==> config.mk <==
export PLATFORM = sky130hd
export DESIGN_NAME = uart_rx
export DESIGN_NICKNAME = d
export VERILOG_FILES = /design/src/rtl/uart_pkg.sv /design/src/rtl/sync_2ff.sv /design/src/rtl/uart_rx.sv
export SDC_FILE = /design/constraint.sdc
export NUM_CORES = 1
export LEC_CHECK = 0
export BUFFER_PORTS_ARGS = -buffer_cell sky130_fd_sc_hd__buf_2
export CAP_MARGIN = 20
export CELL_PAD_IN_SITES_DETAIL_PLACEMENT = 0
export CELL_PAD_IN_SITES_GLOBAL_PLACEMENT = 2
export CORE_MARGIN = 2
export CORE_UTILIZATION = 40
export CTS_BUF_LIST = sky130_fd_sc_hd__clkbuf_4
export CTS_CLUSTER_SIZE = 20
export DETAILED_ROUTE_END_ITERATION = 6
export GPL_ROUTABILITY_DRIVEN = 0
export PLACE_DENSITY_LB_ADDON = 0.12
export RECOVER_POWER = 100
export SETUP_SLACK_MARGIN = 0.15
export SLEW_MARGIN = 20
export SYNTH_ARGS = -nofsm -noshare
export SYNTH_HDL_FRONTEND = slang
export SYNTH_HIERARCHICAL = 1
export SYNTH_SLANG_ARGS = --single-unit
export TNS_END_PERCENT = 30
==> constraint.sdc <==
create_clock -name i_clk -period 2.5 [get_ports i_clk]
set_clock_uncertainty 0.2 [all_clocks]
set_input_delay 0.625 -clock i_clk [delete_from_list [all_inputs] [get_ports i_clk]]
set_output_delay 0.625 -clock i_clk [all_outputs]
set_load 0.01 [all_outputs]
==> src/rtl/uart_pkg.sv <==
// -----------------------------------------------------------------------------
// uart_pkg
// Shared definitions for the UART receive and transmit paths.
//   uart_state_t : frame FSM states (IDLE=0 .. STOP=4), common to uart_rx/uart_tx
//   OVERSAMPLE   : baud ticks per bit period
//   START_MID    : tick index at the centre of the start bit
// -----------------------------------------------------------------------------
package uart_pkg;

    typedef enum logic [2:0] {
        IDLE   = 3'd0,
        START  = 3'd1,
        DATA   = 3'd2,
        PARITY = 3'd3,
        STOP   = 3'd4
    } uart_state_t;

    localparam int OVERSAMPLE = 16;
    localparam int START_MID  = 7;

endpackage

==> src/rtl/sync_2ff.sv <==
// -----------------------------------------------------------------------------
// sync_2ff
// Two-flop synchronizer for a single asynchronous level. Both flops reset to 1
// so an idle-high serial line does not look like a falling edge at reset exit.
//   i_clk     : destination clock
//   i_reset_n : asynchronous active-low reset
//   i_d       : asynchronous input
//   o_q       : synchronized output, two i_clk cycles behind i_d
// -----------------------------------------------------------------------------
module sync_2ff (
    input  logic i_clk,
    input  logic i_reset_n,
    input  logic i_d,
    output logic o_q
);

    logic r_meta;
    logic r_sync;

    always_ff @(posedge i_clk or negedge i_reset_n) begin
        if (!i_reset_n) begin
            r_meta <= 1'b1;
            r_sync <= 1'b1;
        end else begin
            r_meta <= i_d;
            r_sync <= r_meta;
        end
    end

    assign o_q = r_sync;

endmodule

==> src/rtl/uart_rx.sv <==
// -----------------------------------------------------------------------------
// uart_rx
// UART receiver using a 16x oversampling tick. Frames are start bit, DBIT data
// bits LSB first, optional parity bit, and a stop bit of SB_TICK ticks.
//   i_clk        : system clock
//   i_reset_n    : asynchronous active-low reset
//   i_rx         : serial line, idle high, asynchronous to i_clk
//   i_s_tick     : one-cycle pulse at 16x the baud rate
//   o_dout       : last received word, held until the next frame completes
//   o_rx_done    : one-cycle strobe when a frame completes
//   o_parity_err : parity mismatch on the current o_dout
//   o_frame_err  : stop bit sampled low on the current o_dout
//   o_busy       : FSM is not IDLE
//   o_state      : current FSM state, for observation
//
// Output strobe: o_rx_done is a valid-only push with no ready; o_dout and both
// error flags are valid in the o_rx_done cycle and stay stable until the next
// o_rx_done. A consumer that cannot accept the word simply drops it.
// -----------------------------------------------------------------------------
module uart_rx
    import uart_pkg::*;
#(
    parameter int DBIT       = 8,
    parameter int SB_TICK    = 16,
    parameter int PARITY_EN  = 0,
    parameter int PARITY_ODD = 0
) (
    input  logic            i_clk,
    input  logic            i_reset_n,
    input  logic            i_rx,
    input  logic            i_s_tick,
    output logic [DBIT-1:0] o_dout,
    output logic            o_rx_done,
    output logic            o_parity_err,
    output logic            o_frame_err,
    output logic            o_busy,
    output logic [2:0]      o_state
);

    // The tick counter needs a fifth bit only for 1.5 or 2 stop bits.
    localparam int SW = (SB_TICK > 16) ? 5 : 4;
    localparam int NW = (DBIT > 1) ? $clog2(DBIT) : 1;

    localparam logic [SW-1:0] C_MID      = SW'(START_MID);
    localparam logic [SW-1:0] C_BIT_END  = SW'(OVERSAMPLE - 1);
    localparam logic [SW-1:0] C_STOP_END = SW'(SB_TICK - 1);
    localparam logic [NW-1:0] C_LAST_BIT = NW'(DBIT - 1);
    localparam logic          C_ODD      = (PARITY_ODD != 0);
    localparam logic          C_PAR_EN   = (PARITY_EN != 0);

    logic w_rx_s;

    sync_2ff u_sync (
        .i_clk     (i_clk),
        .i_reset_n (i_reset_n),
        .i_d       (i_rx),
        .o_q       (w_rx_s)
    );

    uart_state_t     r_state;
    logic [SW-1:0]   r_s_cnt;
    logic [NW-1:0]   r_n_cnt;
    logic [DBIT-1:0] r_b;
    logic            r_par;
    logic [DBIT-1:0] r_dout;
    logic            r_done;
    logic            r_perr;
    logic            r_ferr;

    uart_state_t     w_state_nx;
    logic [SW-1:0]   w_s_cnt_nx;
    logic [NW-1:0]   w_n_cnt_nx;
    logic [DBIT-1:0] w_b_nx;
    logic            w_par_nx;
    logic [DBIT-1:0] w_dout_nx;
    logic            w_done_nx;
    logic            w_perr_nx;
    logic            w_ferr_nx;
    logic            w_par_mismatch;

    // Even parity: data XOR parity bit is 0; odd parity inverts that.
    assign w_par_mismatch = C_PAR_EN & ((^r_b) ^ r_par ^ C_ODD);

    always_ff @(posedge i_clk or negedge i_reset_n) begin
        if (!i_reset_n) begin
            r_state <= IDLE;
            r_s_cnt <= '0;
            r_n_cnt <= '0;
            r_b     <= '0;
            r_par   <= 1'b0;
            r_dout  <= '0;
            r_done  <= 1'b0;
            r_perr  <= 1'b0;
            r_ferr  <= 1'b0;
        end else begin
            r_state <= w_state_nx;
            r_s_cnt <= w_s_cnt_nx;
            r_n_cnt <= w_n_cnt_nx;
            r_b     <= w_b_nx;
            r_par   <= w_par_nx;
            r_dout  <= w_dout_nx;
            r_done  <= w_done_nx;
            r_perr  <= w_perr_nx;
            r_ferr  <= w_ferr_nx;
        end
    end

    always_comb begin
        w_state_nx = r_state;
        w_s_cnt_nx = r_s_cnt;
        w_n_cnt_nx = r_n_cnt;
        w_b_nx     = r_b;
        w_par_nx   = r_par;
        w_dout_nx  = r_dout;
        w_done_nx  = 1'b0;
        w_perr_nx  = r_perr;
        w_ferr_nx  = r_ferr;

        case (r_state)
            IDLE: begin
                // Leaving IDLE does not wait for a tick, so a start bit right
                // after the previous stop sample is never missed.
                if (!w_rx_s) begin
                    w_state_nx = START;
                    w_s_cnt_nx = '0;
                end
            end

            START: begin
                if (i_s_tick) begin
                    if (r_s_cnt == C_MID) begin
                        if (!w_rx_s) begin
                            w_state_nx = DATA;
                            w_s_cnt_nx = '0;
                            w_n_cnt_nx = '0;
                        end else begin
                            // Line back high at mid start bit: noise, not a frame.
                            w_state_nx = IDLE;
                        end
                    end else begin
                        w_s_cnt_nx = r_s_cnt + 1'b1;
                    end
                end
            end

            DATA: begin
                if (i_s_tick) begin
                    if (r_s_cnt == C_BIT_END) begin
                        w_s_cnt_nx = '0;
                        w_n_cnt_nx = r_n_cnt + 1'b1;
                        // LSB arrives first, so shifting right leaves it in bit 0.
                        w_b_nx     = {w_rx_s, r_b[DBIT-1:1]};
                        if (r_n_cnt == C_LAST_BIT) begin
                            w_state_nx = C_PAR_EN ? PARITY : STOP;
                        end
                    end else begin
                        w_s_cnt_nx = r_s_cnt + 1'b1;
                    end
                end
            end

            PARITY: begin
                if (i_s_tick) begin
                    if (r_s_cnt == C_BIT_END) begin
                        w_par_nx   = w_rx_s;
                        w_s_cnt_nx = '0;
                        w_state_nx = STOP;
                    end else begin
                        w_s_cnt_nx = r_s_cnt + 1'b1;
                    end
                end
            end

            STOP: begin
                if (i_s_tick) begin
                    if (r_s_cnt == C_STOP_END) begin
                        w_dout_nx  = r_b;
                        w_ferr_nx  = ~w_rx_s;
                        w_perr_nx  = w_par_mismatch;
                        w_done_nx  = 1'b1;
                        w_state_nx = IDLE;
                    end else begin
                        w_s_cnt_nx = r_s_cnt + 1'b1;
                    end
                end
            end

            default: begin
                w_state_nx = IDLE;
            end
        endcase
    end

    assign o_dout       = r_dout;
    assign o_rx_done    = r_done;
    assign o_parity_err = r_perr;
    assign o_frame_err  = r_ferr;
    assign o_busy       = (r_state != IDLE);
    assign o_state      = r_state;

endmodule

## After elaboration in Yosys (flattened, before gate mapping)

Index checks and enable logic that the tools add are counted.

- Eq/ne operators: 20
- Reduce and logical (&&, ||, !) cells: 10
- Multiplexer cells: 29
- Bitwise operators: 1
- $add $sub $neg: 2

Operators by type and width:

| cell | count |
|---|---|
| $mux W3 | 15 |
| $mux W4 | 7 |
| $ne A2 B2 Y1 const B | 12 |
| $pmux W4 S4 | 1 |
| $pmux W3 S5 | 1 |
| $reduce_and A10 Y1 | 1 |
| $eq A3 B2 Y1 const B | 2 |
| $eq A3 B3 Y1 const B | 2 |
| $pmux W3 S2 | 1 |
| $reduce_and A3 Y1 | 2 |
| $reduce_and A6 Y1 | 1 |
| $reduce_and A5 Y1 | 1 |
| $add A4 B1 Y4 const B | 1 |
| $eq A4 B3 Y1 const B | 1 |
| $eq A4 B4 Y1 const B | 1 |
| $reduce_bool A4 Y1 | 1 |
| $add A3 B1 Y3 const B | 1 |
| $eq A3 B1 Y1 const B | 1 |
| $logic_not A3 Y1 | 1 |
| $mux W1 | 3 |
| $reduce_bool A3 Y1 | 1 |
| $mux W2 | 1 |
| $ne A2 B1 Y1 const B | 1 |
| $reduce_bool A2 Y1 | 1 |
| other kinds (2) | 2 |

- Bits in registers: 30
- Bits of input ports: 4

## Depth between registers and ports, before layout

- Depth after elaboration: 5
- Depth in mapped cells: 5
- Depth with buffers taken out: 5

## Cells and area by module

The synthesis kept the hierarchy.

By module, submodules not included:

| module | times used | sequential area each (µm²) | area each (µm²) | cells an instance |
|---|---|---|---|---|
| uart_rx | 1 | 700.7 | 1343.8 | 104 |
| sync_2ff | 1 | 52.6 | 52.6 | 2 |

## Least setup slack after synthesis

OpenSTA, ideal clock, no wires.

- Path type: register to register
- From: reg r_s_cnt[0]
- To: reg r_b[0]
- Buffers on the path: 1
- Arrival time: 1.468 ns
- Cell stages (with the launch flop): 6
- Period minus slack after synthesis: 1.793 ns
- Required time: 2.175 ns
- Path slack: 0.707 ns
- Path through: dfrtp_1 ha_1 nand3_2 nor4_4 buf_6 mux2_4

- Cells in the longest elaborated chain, start to end: 2

Ends and longest elaborated chain:

| what | line | text |
|---|---|---|
| start, declared | uart_rx.sv:61 | `logic [SW-1:0] r_s_cnt;` |
| start signal, assigned | uart_rx.sv:97 | `r_s_cnt <= w_s_cnt_nx;` |
| $eq A4 B4 Y1 | uart_rx.sv:148 | `if (r_s_cnt == C_BIT_END) begin` |
| $reduce_and A3 Y1 (no source line) | -- |  |
| end signal, assigned | uart_rx.sv:99 | `r_b <= w_b_nx;` |
| end, declared | uart_rx.sv:63 | `logic [DBIT-1:0] r_b;` |

No other way between the ends.
A chain may end at the register's enable or synchronous reset.

## Final worst setup path

- From: reg r_state[0], in the netlist o_state[0]
- To: out o_busy

- Cells in the longest elaborated chain, start to end: 1

Ends and longest elaborated chain:

| what | line | text |
|---|---|---|
| start, declared | uart_rx.sv:60 | `uart_state_t r_state;` |
| start signal, assigned | uart_rx.sv:96 | `r_state <= w_state_nx;` |
| $reduce_bool A3 Y1 | uart_rx.sv:198 | `assign o_busy = (r_state != IDLE);` |
| end, declared | uart_rx.sv:36 | `output logic o_busy,` |

No other way between the ends.

==> flow_metrics.tcl <==
set metrics [dict create \
    violations "capacitance limit, slew limit" \
    post-route-period-util_pct 90.5 \
    coreArea_um2 3340 \
    synth_top_family_by_area "multiplexers" \
    combPwrFrac_pct 28.2 \
    hold_buffers 0 \
    syn_area_um2 1400 \
    slew_headroom_pct -4.14 \
    grt_first_pass_wirelength_um 4370 \
    rsz0062_at_grt "false" \
    ctsRootBufferMaster "clkbuf_4" \
    dp.cells 167 \
    layout_common_cells "28 x dfrtp_1, 14 x mux2_1, 14 x clkbuf_1" \
    start_kind "flip-flop" \
    clock_latency_ns 0.32 \
    timing.rr.end "r_b[3]" \
    fmax_ghz 0.442 \
    hold-worst-slack_ns 0.159 \
    synth_xor_area_share_pct 0.627 \
    hp-class "reg2reg" \
    clk_pin_slew_worst_paths_ns 0.08 \
    drc 0 \
    cts_setup_buffers 0 \
    worst_pin_slew_ns 1.56 \
    drtIter0Drc 37 \
    worst-path-max-fanout 11 \
    first_pass_iters 4 \
    numCtsBuffers 5 \
    die_w_um 63.1 \
    path_cells "nor2_1, nand2_1, buf_2" \
    synth_fa_ha_area_share_pct 2.69 \
    grt_usage_pct 14.4 \
    synth_cells 106 \
    vdd_drop_max_mv 0.354 \
    cp.arrival_ns 1.44 \
    h-tree-depth 2 \
    drt_wl_total_um 2460 \
    routed_via_density 5.17 \
    rows 21 \
    power_density_nw_per_um2 902 \
    setup_viol 0 \
    initial_utilization_pct 41.8 \
    yosys.cell_types.count 36 \
    cts_tree "done" \
    p_switching_uw 479 \
    status "complete, but fails checks" \
    critPathKind "reg2out" \
    p_clk_share_pct 25.7 \
    antennaDiodeCount 0 \
    cts_resized 0 \
    wl_per_cell_um 14.1 \
    final_common_cell "dfrtp_1" \
    holdPathStages 0 \
    antenna_found_initial 0 \
    period_needed_ns 2.26 \
    report.final.slew_viol_count 31 \
    placed_area_um2 1520 \
    rr_worst_depth 5 \
    p_seq_share_pct 46.1 \
    design_area_um2 1540 \
    dp_hpwl_um 1710 \
    hold_start "u_sync/r_meta" \
    yosys.area_share.simple_pct 10.3 \
    portBuffers 17 \
    die_h_um 63.1 \
    avgSynthCellArea_um2 13.2 \
    r2r-start "r_s_cnt[0]" \
    grt-ovfl-total 0 \
    ys_ff_latch 30 \
    area_delta_synth_final_pct 10.2 \
    io_pins 19 \
    die_area_um2 3980 \
    synth.yosys.seq_area_share_pct 53.9 \
    final_layout_size_suffix_gt1_share_pct 14.1 \
    cp_slowest_cell "dfrtp_1" \
    stdcell_count 174 \
    cp.required_ns 1.67 \
    hold_violations 0 \
    swShare_pct 34.5 \
    tns_ns 0 \
    nets 135 \
    leakage_uw 0.000743 \
    cts.sinks 30 \
    cpPeakStageDelay_ns 0.54 \
    synth_compound_area_share_pct 11.4 \
    yosys_warnings 6 \
    max_cap_violations 1 \
    syn_nets 113 \
    grt_max_degree 31 \
    worst_hold_path.endpoint "u_sync/o_q" \
    ant_nets 0 \
    r2r_slack_ns 0.40 \
    vias 900 \
    grt_pass1_vias 870 \
    synth_mux_area_share_pct 17.0 \
    p_int_uw 910 \
    worstSetupEndpointType "primary output" \
    max-clock-path-buffers 2 \
]
## layout make-up
type | count | area [um^2]
clock buffer | 5 | 37.5
tap | 46 | 57.6
clock inverter | 2 | 33.8
multi-input combinational | 68 | 562
timing repair buffer | 19 | 80.1
sequential | 30 | 753
fill | 335 | 1800
inverter | 4 | 15.0
## per-stage QoR
step                power (uW)  util [%]  setup slack [ns]
floorplan                  935         -             0.707
global placement          1070      45.4             0.334
detailed placement        1060      45.4             0.279
CTS                       1430      47.6             0.221
global route              1490      46.1             0.110
finish                    1390      46.1             0.238
## sequential cells by signal (all words and copies together) (netlist names), 3 cells and up
| signal | cells |
|---|---|
| o_state | 3 |
| r_n_cnt | 3 |
| r_b | 8 |
| r_s_cnt | 4 |
| o_dout | 8 |
## routing by layer
layer  GRT usage (%)  vias to the layer above  wire length, um
met2            19.9                       20             1080
met3            4.46                        6              100
met5               0                        -                0
met4            6.67                        0               54
li1                -                      429                -
met1            20.5                      445             1220
## logic make-up after synthesis
logic type	count (synthesis)
buffers and inverters	8
DFF	30
AOI/OAI and AO/OA	21
adders and majority gates	3
muxes	19
xor gates and xnor gates	1
other	1
and+or+nand+nor	23
## Yosys cell counts (all sizes together)
library cell  count  area, um^2
dfstp             2        52.6
o211ai            3        27.5
nor3              1        5.00
a21boi            1        7.51
xor2              1        8.76
dfrtp            28         701
buf               4        37.5
mux2             17         218
nor3b             1        12.5
inv               4        15.0
nand2             6        22.5
a211oi            1        7.51
conb              1        3.75
nand3             4        25.0
and2b             2        15.0
o21ai             6        30.0
nand4             1        6.26
ha                3        37.5
or3               1        6.26
o31ai             1        7.51
mux2i             2        20.0
nand2b            1        6.26
a32o              2        20.0
o2bb2ai           2        17.5
a21o              2        15.0
nor4              1        21.3
a22o              2        17.5
o2111ai           1        8.76
nor2              4        15.0
nor4b             1        8.76
## worst max-delay path, delay by kind of cell, from the launching register on
kind          cells  cell delay [ns]
flops             1             0.54
simple gates      2             0.41
buf+inv           1             0.17
## power groups by stage
stage / Combinational [uW] / Sequential [uW] / Clock, uW
after floorplan: 315 / 620 / 0
after global placement: 417 / 649 / 0
after detailed placement: 406 / 649 / 0
after CTS: 408 / 641 / 378
after global routing: 440 / 653 / 400
final: 392 / 640 / 357
## worst max-delay path by stage
stage | slack (ns) | start | end
floorplan | 0.71 | r_s_cnt[0] | r_b[0]
detailed placement | 0.28 | i_s_tick | o_dout[1]
finish | 0.24 | o_state[0] | o_busy
global placement | 0.33 | i_s_tick | o_dout[5]
global route | 0.11 | o_state[0] | o_busy
CTS | 0.22 | o_state[0] | o_busy
No activity file was read; power rests on OpenSTA's default activity.
